`config.mk`:
```
export PLATFORM = sky130hd
export DESIGN_NAME = mac_group_accumulator
export DESIGN_NICKNAME = d
export VERILOG_FILES = /design/src/rtl/mac_group_accumulator.sv
export SDC_FILE = /design/constraint.sdc
export NUM_CORES = 1
export LEC_CHECK = 0
export BUFFER_PORTS_ARGS = -buffer_cell sky130_fd_sc_hd__buf_2
export CAP_MARGIN = 10
export CORE_MARGIN = 3
export CORE_UTILIZATION = 46
export DETAILED_ROUTE_END_ITERATION = 8
export HOLD_SLACK_MARGIN = 0.15
export PLACE_DENSITY = 0.67
export SYNTH_ARGS = -nofsm -noshare
export SYNTH_HDL_FRONTEND = slang
export SYNTH_SLANG_ARGS = --single-unit
```
`constraint.sdc`:
```
create_clock -name clock -period 4.2 [get_ports clock]
set_input_delay 1.26 -clock clock [delete_from_list [all_inputs] [get_ports clock]]
set_output_delay 1.26 -clock clock [all_outputs]
set_load 0.02 [all_outputs]
```
`src/rtl/mac_group_accumulator.sv`:
```
// rtl/mac_group_accumulator.sv - saturating group accumulator for the multiply-add result stream
//
// Sums a group of unsigned terms (one per cycle) into a saturating accumulator and
// presents the group result on a held output register under a valid/ready handshake.
//
// Ports:
//   clock       sole clock, rising edge
//   reset       asynchronous, active-low reset
//   in_valid    in_data/in_last carry a term this cycle
//   in_ready    block can accept a term this cycle
//   in_data     unsigned term (IN_W bits)
//   in_last     this term closes the group
//   out_valid   group result held on out_*
//   out_ready   consumer takes the result this cycle
//   out_sum     saturated group sum (ACC_W bits)
//   out_count   number of terms in the group (CNT_W bits)
//   out_sat     saturation occurred in this group
//   out_forced  group closed by the MAX_TERMS limit rather than in_last
module mac_group_accumulator #(
  parameter int IN_W      = 17,
  parameter int ACC_W     = 20,
  parameter int MAX_TERMS = 16,
  parameter int CNT_W     = 5
) (
  input  logic             clock,
  input  logic             reset,
  input  logic             in_valid,
  output logic             in_ready,
  input  logic [IN_W-1:0]  in_data,
  input  logic             in_last,
  output logic             out_valid,
  input  logic             out_ready,
  output logic [ACC_W-1:0] out_sum,
  output logic [CNT_W-1:0] out_count,
  output logic             out_sat,
  output logic             out_forced
);

  typedef enum logic [1:0] {
    IDLE  = 2'd0,
    ACCUM = 2'd1,
    HOLD  = 2'd2
  } state_t;

  localparam logic [ACC_W-1:0] ACC_MAX   = '1;
  localparam logic [CNT_W-1:0] CNT_LIMIT = CNT_W'(MAX_TERMS);

  state_t           state;
  state_t           state_next;
  logic [ACC_W-1:0] acc;
  logic [CNT_W-1:0] cnt;
  logic             sat_sticky;

  logic             accept;
  logic             close;
  logic [ACC_W-1:0] acc_base;
  logic [CNT_W-1:0] cnt_base;
  logic             sticky_base;
  logic [ACC_W:0]   sum_wide;
  logic             beat_sat;
  logic [ACC_W-1:0] sum_clip;
  logic [CNT_W-1:0] cnt_inc;

  assign in_ready = !out_valid;
  assign accept   = in_valid && in_ready;

  // A beat in IDLE starts a fresh group, so the running totals are ignored there
  // even though they are already zero after a close or reset.
  always_comb begin
    acc_base    = '0;
    cnt_base    = '0;
    sticky_base = 1'b0;
    if (state == ACCUM) begin
      acc_base    = acc;
      cnt_base    = cnt;
      sticky_base = sat_sticky;
    end
    // One extra bit catches the carry out; that carry is the saturation event.
    sum_wide = {1'b0, acc_base} + {{(ACC_W + 1 - IN_W){1'b0}}, in_data};
    beat_sat = sum_wide[ACC_W];
    sum_clip = beat_sat ? ACC_MAX : sum_wide[ACC_W-1:0];
    cnt_inc  = cnt_base + CNT_W'(1);
    close    = accept && (in_last || (cnt_inc == CNT_LIMIT));
  end

  always_comb begin
    state_next = state;
    case (state)
      IDLE, ACCUM: begin
        if (accept) begin
          state_next = close ? HOLD : ACCUM;
        end
      end
      HOLD: begin
        if (out_ready) begin
          state_next = IDLE;
        end
      end
      default: state_next = IDLE;
    endcase
  end

  always_ff @(posedge clock or negedge reset) begin
    if (!reset) begin
      state <= IDLE;
    end else begin
      state <= state_next;
    end
  end

  always_ff @(posedge clock or negedge reset) begin
    if (!reset) begin
      acc        <= '0;
      cnt        <= '0;
      sat_sticky <= 1'b0;
      out_valid  <= 1'b0;
      out_sum    <= '0;
      out_count  <= '0;
      out_sat    <= 1'b0;
      out_forced <= 1'b0;
    end else begin
      if (close) begin
        out_valid  <= 1'b1;
        out_sum    <= sum_clip;
        out_count  <= cnt_inc;
        out_sat    <= sticky_base | beat_sat;
        out_forced <= !in_last;
        acc        <= '0;
        cnt        <= '0;
        sat_sticky <= 1'b0;
      end else if (accept) begin
        acc        <= sum_clip;
        cnt        <= cnt_inc;
        sat_sticky <= sticky_base | beat_sat;
      end
      // accept needs !out_valid, so this never collides with a close.
      if (out_valid && out_ready) begin
        out_valid <= 1'b0;
      end
    end
  end

endmodule

```
# Word level (Yosys, flattened, before mapping)
# Index checks and enable logic that the tools add are counted.
totals:
  latch_bits: 0
  mem_bits_rw: 0
  out_inout_bits: 29
  inputBits: 22
  rom_bits: 0
  register_bits: 56
  n_memories: 0
classes:
  n_mul: 0
  mux: 16
  bitwise: 1
  div: 0
  n_lt_le_gt_ge: 0
  n_shift: 0
  addsub: 2
  eq_ne: 5
  n_reduce_logical: 11
ops:
  columns: ["op", "n"]
  rows:
  - ["$mux W20", 4]
  - ["$add A20 B17 Y21", 1]
  - ["$mux W5", 3]
  - ["$mux W2", 3]
  - ["$add A5 B1 Y5 const B", 1]
  - ["$eq A5 B5 Y1 const B", 1]
  - ["$mux W1", 5]
  - ["$ne A2 B2 Y1 const B", 2]
  - ["$pmux W2 S2", 1]
  - ["$reduce_bool A2 Y1", 2]
  - ["$logic_and A1 B1 Y1", 3]
  - ["$eq A2 B1 Y1 const B", 1]
  - ["$eq A2 B2 Y1 const B", 1]
  - ["$logic_not A1 Y1", 2]
  - ["$logic_not A2 Y1", 1]
  - ["$reduce_and A2 Y1", 1]
  - ["$reduce_or A2 Y1", 1]
  - ["$logic_or A1 B1 Y1", 1]
  - ["$or A1 B1 Y1", 1]

# Depth between registers and ports, before layout
# Gate-level depths: netlist of the first run.
logic_depth:
  depth_word: 9
  depth_mapped: 16
  mapped_depth_nobuf: 11

# Worst setup path before layout of the first run
# OpenSTA, ideal clock, no wires.
synth_timing:
  kind: "input -> register"
  startpoint: "in in_data[0]"
  endpoint: "reg out_sum[7]"
  path_slack_ps: 726
  arrival_ps: 3341
  setup_ps: 133
  path_buffers: 1
  stages: 10
  path_cell_list: "ha_1 > fa_1 > a211oi_1 > o21a_1 > a221o_2 > a31oi_4 > a21o_1 > buf_6 > a2111oi_2 > o21ai_0"
synth_between:
  elab_chain_cells: 2
synth_rtl:
  columns: ["element", "line_no", "text"]
  rows:
  - ["start, declared", "29", "input logic [IN_W-1:0] in_data,"]
  - ["$add A20 B17 Y21", "79", "sum_wide = {1'b0, acc_base} + {{(ACC_W + 1 - IN_W){1'b0}}, in_data};"]
  - ["$mux W20", "81", "sum_clip = beat_sat ? ACC_MAX : sum_wide[ACC_W-1:0];"]
  - ["end signal, assigned", "124", "out_sum <= sum_clip;"]
  - ["end, declared", "33", "output logic [ACC_W-1:0] out_sum,"]
# Every way passes these cells.
# A chain may end at the register's enable or synchronous reset.

# Worst setup path after layout of the first run
layout_timing:
  startpoint: "in in_data[0]"
  endpoint: "reg acc[7]"
layout_between:
  elab_chain_cells: 4
layout_rtl:
  columns: ["element", "line_no", "text"]
  rows:
  - ["$add A20 B17 Y21", "79", null]
  - ["$mux W20", "81", null]
  - ["$mux W20", "131", "end else if (accept) begin"]
  - ["$mux W20", "122", "if (close) begin"]
  - ["end signal, assigned", "132", "acc <= sum_clip;"]
  - ["end, declared", "50", "logic [ACC_W-1:0] acc;"]
# Every way passes these cells. The select of a mux whose other input is x is not followed.

==> results of run 1 <==
==> sequential cells by signal, indices dropped and copies added (netlist names) <==
signal / flops
state: 2
out_sat: 1
out_forced: 1
acc: 20
out_count: 5
cnt: 5
out_sum: 20
sat_sticky: 1
out_valid: 1
==> layout by cell type (no fill, tap or decap), types with 3 or more instances in the layout <==
master	synthesis	routed
xor2_1	10	10
o211ai_1	4	4
a31oi_1	4	4
xnor2_1	7	7
nand2_1	69	69
and3_1	3	3
or3_1	3	3
buf_4	0	6
o21ai_0	50	50
o21a_1	5	5
ha_1	19	19
nor3_1	6	6
clkbuf_8	0	5
nand3_1	8	8
a21oi_1	26	26
nor2b_1	5	5
a21o_1	5	5
o21ai_1	4	4
and2_1	20	20
nor2_1	31	31
inv_1	3	3
o31ai_1	5	5
dfrtp_1	56	56
buf_2	1	50
==> cell usage after synthesis, types with 2 or more instances <==
master / number / share of area [%]
inv_1: 3 / 0.33
o21a_1: 5 / 1.1
or3_1: 3 / 0.55
nor2_1: 31 / 3.4
o311a_1: 2 / 0.59
o21ai_0: 50 / 7.4
xnor2_1: 7 / 1.8
mux2i_1: 2 / 0.59
nand2_1: 69 / 7.6
a31oi_1: 4 / 0.74
o31ai_1: 5 / 1.1
a21oi_1: 26 / 3.8
o211ai_1: 4 / 0.88
nor2b_1: 5 / 0.92
o22ai_1: 2 / 0.37
nand3_1: 8 / 1.2
and2_1: 20 / 3.7
ha_1: 19 / 7.0
and3_1: 3 / 0.55
or2_2: 2 / 0.37
nand2b_1: 2 / 0.37
o21ai_1: 4 / 0.59
dfrtp_1: 56 / 41
xor2_1: 10 / 2.6
nor3_1: 6 / 0.88
clkbuf_1: 15 / 1.7
mux2_2: 2 / 0.66
a21o_1: 5 / 1.1
==> critical path: stages <==
cell and delay (ns):
buf_2 0.10, ha_1 0.21, fa_1 0.43, a211oi_1 0.26
o21a_1 0.22, a221o_2 0.23, a31oi_4 0.11, a21o_1 0.36
a2111oi_2 0.42, o21ai_0 0.12
==> metal layers <==
| metal | vias up | part of all wire, % | track usage, % |
|---|---|---|---|
| met4 | 0 | 0.95 | 4.33 |
| li1 | 1466 | - | - |
| met2 | 47 | 46 | 31.8 |
| met5 | - | 0 | 0 |
| met1 | 1365 | 50 | 27.8 |
| met3 | 6 | 3.4 | 3.28 |
==> kinds of logic after synthesis <==
family / after synthesis / share of synthesized area, %
buffers and inverters: 22 / 3.06
muxes: 4 / 1.25
DFF: 56 / 41.3
xor gates and xnor gates: 17 / 4.39
AOI/OAI and AO/OA: 121 / 21.9
adders and majority gates: 20 / 7.60
and+or+nand+nor: 153 / 20.5
==> cell type report <==
| class | instances | share of cell area, % |
|---|---|---|
| Clock buffer | 5 | 1.81 |
| Clock inverter | 2 | 0.329 |
| Inverter | 3 | 0.297 |
| Multi-Input combinational cell | 315 | 49.7 |
| Sequential cell | 56 | 36.9 |
| Tap cell | 96 | 3.16 |
| Timing Repair Buffer | 56 | 7.78 |
==> through the flow <==
step / worst slack [ns] / std cells
6_report: 0.655 / 533
4_1_cts: 0.646 / 533
3_3_place_gp: 0.372 / 526
5_1_grt: 0.436 / 533
2_1_floorplan: 0.726 / 393
3_5_place_dp: 0.318 / 526
==> power by group through the flow <==
| stage | clock [mW] | sequential (mW) | combinational, mW |
|---|---|---|---|
| 3_5_place_dp | 0 | 0.677 | 0.423 |
| 2_1_floorplan | 0 | 0.736 | 0.221 |
| 6_report | 0.295 | 0.665 | 0.419 |
| 3_3_place_gp | 0 | 0.674 | 0.418 |
| 4_1_cts | 0.304 | 0.667 | 0.425 |
| 5_1_grt | 0.323 | 0.676 | 0.471 |
==> path summary, 6_finish.rpt <==
path / endpoint / slack [ns]
hold reg to reg: out_sum[13]$_DFFE_PN0N_ / 0.48
hold / removal: out_sum[13]$_DFFE_PN0N_ / 0.48
setup / recovery: acc[7]$_DFFE_PN0P_ / 0.66
max in group asynchronous: out_count[3]$_DFFE_PN0N_ / 2.31
min in group asynchronous: out_sum[14]$_DFFE_PN0N_ / 1.13
setup reg to reg: acc[7]$_DFFE_PN0P_ / 0.79
==> impl_metrics.yaml, run 1 <==
place:
  io_buffers: 50
  dpl_cell_area_mm2: 0.00372
  gp_congestion: 0.867
  dp_hpwl_mm: 5.77
clocking:
  cts.sinks: 56
  cts_tree: "done"
  cts-root-buf: "clkbuf_8"
  cts_buffers: 5
  cts_setup_buffers: 0
  cts_hold_buf: 0
  htreeDepth: 2
  cts.clk_slew.worst_paths_ns: 0.10
  cts_resized: 0
  worstSkewPairLatency_ns: 0.32
  clk_path_buf_depth: 2
layout:
  nFillCells: 702
  regArea_mm2: 0.00140
  final_util_pct: 54.4
  areaGrowthSynthToFinish_pct: 11.9
  n_antenna_cell: 0
  num-nets-final: 479
  drive_above_1_share_pct: 16.5
  final_area_mm2: 0.00380
  multiInputGateArea_mm2: 0.00189
floorplanning:
  rows: 30
  dieHeight_um: 91.9
  initial_core_util_pct: 48.6
  io_pins: 51
  core_mm2: 0.00698
  dieArea_mm2: 0.00844
  dieWidth_um: 91.9
global_route:
  grt_max_degree: 48
  grt_usage_pct: 19.7
  antenna_found_initial: 0
  grt_pass1_vias: 2845
  grt-ovfl-total: 0
  grt_pass1_wl_mm: 13.5
sta:
  setup_violations: 0
  hold_violations: 0
  setup_tns_ns: 0
  fin_crit_ns: 3.54
  finClkSkew_ns: 0.0115
  slew_headroom_pct: 28.4
  maxSlewViolCount: 0
  worstMarginPinSlew_ns: 1.07
  fmaxAchievable_mhz: 282
  fin_hold_ws_ns: 0.480
  grt_setup_unrepaired: "no"
  finalCritPeriodShare_pct: 84.4
power:
  finalPower_mw: 1.38
  seqPwrFrac_pct: 48.2
  pwr-share-clk_pct: 21.4
  swShare_pct: 35.7
  leakagePower_nw: 1.82
  p_int_mw: 0.887
  ir_drop_uv: 176
  switchingPower_mw: 0.492
  p_per_area_mw_per_mm2: 363
  pwr-share-comb_pct: 30.4
route:
  drt_iter0_drc: 140
  route.detailed.drc: 0
  avgViaCountPerCell: 5.41
  vias: 2884
  ant_nets: 0
  wl_mm: 7.90
  dr.pass1.iters: 4
  post_drt_wl_per_cell_um: 14.8
run_status:
  outcome: "finished clean"
synthesis:
  yosysSeqAreaShare_pct: 41.3
  synth-seq-cells: 56
  syn-cell-area_mm2: 0.00339
  syn_nets: 435
  ys_types: 51
  synth_edf_count: 0
  ys.flop_type: "dfrtp_1"
  yosysWarningCount: 0
  syn_inst: 393
  ys_async_sr_fraction_pct: 100
  synth.avg_cell_area_um2: 8.63
setup_path:
  r2r_start: "state[0]$_DFFE_PN0P_"
  cp-start-kind: "input port"
  crit_path_end_kind: "flip-flop"
  critPathKind: "input port to flip-flop"
  cp.arrival_ns: 3.72
  cp_max_fo: 13
  rr_worst_depth: 12
  critPathRequiredTime_ns: 4.37
  crit_start: "in_data[0]"
worst_hold_path:
  holdPathStages: 2
  hp-start: "out_sum[13]$_DFFE_PN0N_"
  hold_class: "flip-flop to flip-flop"
job:
  maxCapViolCount: 0
Note: power is estimated with default switching activity, not from simulation.
==> run 2, diff against run 1 <==
PLACE_DENSITY = 0.69   (was 0.67)
clock period = 3 ns   (was 4.2 ns; I/O delays follow)
==> impl_metrics.yaml, run 2 (synthesis results as in run 1) <==
floorplanning:
  core_mm2: 0.00698
  dieHeight_um: 91.9
  initial_core_util_pct: 48.6
  rows: 30
  dieWidth_um: 91.9
  io_pins: 51
  dieArea_mm2: 0.00844
place:
  dpl_cell_area_mm2: 0.00408
  gp_congestion: 0.905
  dp_hpwl_mm: 6.34
  io_buffers: 50
  dp_cells: 561
  post-place-ws_ns: -0.173
layout:
  n_antenna_cell: 0
  num-nets-final: 521
  areaGrowthSynthToFinish_pct: 27.0
  final_common_cell: "nand2_1"
  nFillCells: 644
  drive_above_1_share_pct: 27.1
  final_cell_mix: "nand2_1 (69), dfrtp_1 (55), buf_2 (51)"
  reg_top3: "acc (20), out_sum (20)"
  final_area_mm2: 0.00431
  fin_cells: 576
clocking:
  cts_hold_buf: 0
  cts.sinks: 56
  cts.clk_slew.worst_paths_ns: 0.12
  cts_tree: "done"
  clk_path_buf_depth: 2
  cts_buffers: 5
  worstSkewPairLatency_ns: 0.32
  htreeDepth: 2
  cts-root-buf: "clkbuf_8"
global_route:
  grt-ovfl-total: 0
  grt_pass1_wl_mm: 14.3
  grt_usage_pct: 20.6
  grt_pass1_vias: 2996
  antenna_found_initial: 0
  grt_max_degree: 42
sta:
  setup_ws_ns: 0.0533
  fin_hold_ws_ns: 0.482
  worstMarginPinSlew_ns: 0.684
  grt_setup_unrepaired: "yes"
  finClkSkew_ns: 0.0126
  maxSlewViolCount: 0
  finalCritPeriodShare_pct: 98.2
  fmaxAchievable_mhz: 339
  setup_violations: 0
  hold_violations: 0
  slew_headroom_pct: 54.4
  fin_crit_ns: 2.95
setup_path:
  cp_max_fo: 9
  crit_path_end_kind: "flip-flop"
  critPathRequiredTime_ns: 3.19
  cp.arrival_ns: 3.14
  r2r_start: "state[0]$_DFFE_PN0P_"
  critPathKind: "flip-flop to flip-flop"
  crit_start: "state[0]$_DFFE_PN0P_"
  cp-start-kind: "flip-flop"
power:
  p_per_area_mw_per_mm2: 482
  leakagePower_nw: 2.06
  finalPower_mw: 2.08
  ir_drop_uv: 233
job:
  maxCapViolCount: 0
worst_hold_path:
  hp-start: "out_sum[9]$_DFFE_PN0N_"
  hold_class: "flip-flop to flip-flop"
route:
  route.detailed.drc: 0
  post_drt_wl_per_cell_um: 15.2
  dr.pass1.iters: 4
  avgViaCountPerCell: 5.35
  vias: 3081
  wl_mm: 8.74
  ant_nets: 0
  drt_iter0_drc: 198
run_status:
  outcome: "finished clean"
==> run 2: changes by cell type in the layout (fill, tap and decap cells not counted), moves of 3 or more <==
cell	previous run	this run
buf_4	6	40
ha_4	0	3
o21ai_1	4	11
o21ai_0	50	43
buf_12	0	3
ha_1	19	16
==> run 2: final timing paths <==
kind | end | slack (ns) | depth (start not counted)
min in group asynchronous | state[0]$_DFFE_PN0P_ | 0.61 | 1
min | out_sum[9]$_DFFE_PN0N_ | 0.48 | 2
min reg2reg | out_sum[9]$_DFFE_PN0N_ | 0.48 | 2
max reg2reg | out_sum[7]$_DFFE_PN0N_ | 0.05 | 13
max | out_sum[7]$_DFFE_PN0N_ | 0.05 | 13
max in group asynchronous | acc[17]$_DFFE_PN0P_ | 1.79 | 2
==> run 2: layout make-up <==
| type | count | area (um2) | share of cell area (%) |
|---|---|---|---|
| Multi-Input combinational cell | 315 | 1990 | 46.2 |
| Sequential cell | 56 | 1400 | 32.5 |
| Timing Repair Buffer | 98 | 688 | 16.0 |
| Tap cell | 96 | 120 | 2.79 |
| Clock buffer | 5 | 68.8 | 1.60 |
| Clock inverter | 3 | 28.8 | 0.668 |
| Inverter | 3 | 11.3 | 0.261 |
==> run 2: power breakdown <==
group | internal [mW] | switching (mW)
Combinational | 0.278 | 0.409
Clock | 0.177 | 0.279
Sequential | 0.872 | 0.0600
==> run 2: routing by layer <==
metal	GRT usage, %	up-vias	routed length (um)
li1	-	1552	-
met1	28.6	1459	4190
met2	34.2	64	4120
met3	3.12	6	347
met4	4.58	0	80
met5	0	-	0
==> run 2: what timing repair did <==
action                     CTS  global route
gates cloned                 0             3
pin swaps                    0            11
buffers inserted             0             4
gates resized for setup      1            20
setup endpoints to repair    1            42
==> run 2: critical path, cell delays in order (launching register included) <==
cell,delay [ns]
dfrtp_1,0.40
nor2b_4,0.14
buf_6,0.14
and2_4,0.14
ha_4,0.16
fa_2,0.35
a211oi_2,0.24
o21a_1,0.17
a221o_2,0.20
a31oi_4,0.11
a21o_4,0.25
clkbuf_16,0.18
a2111oi_4,0.21
o21ai_1,0.13
==> run 2: per-stage QoR <==
step	utilization, %	setup TNS [ns]
detailed placement	58.4	-1.24
CTS	59.9	0
floorplan	-	-1.10
finish	61.7	0
global route	61.7	-0.144
global placement	58.4	-0.329
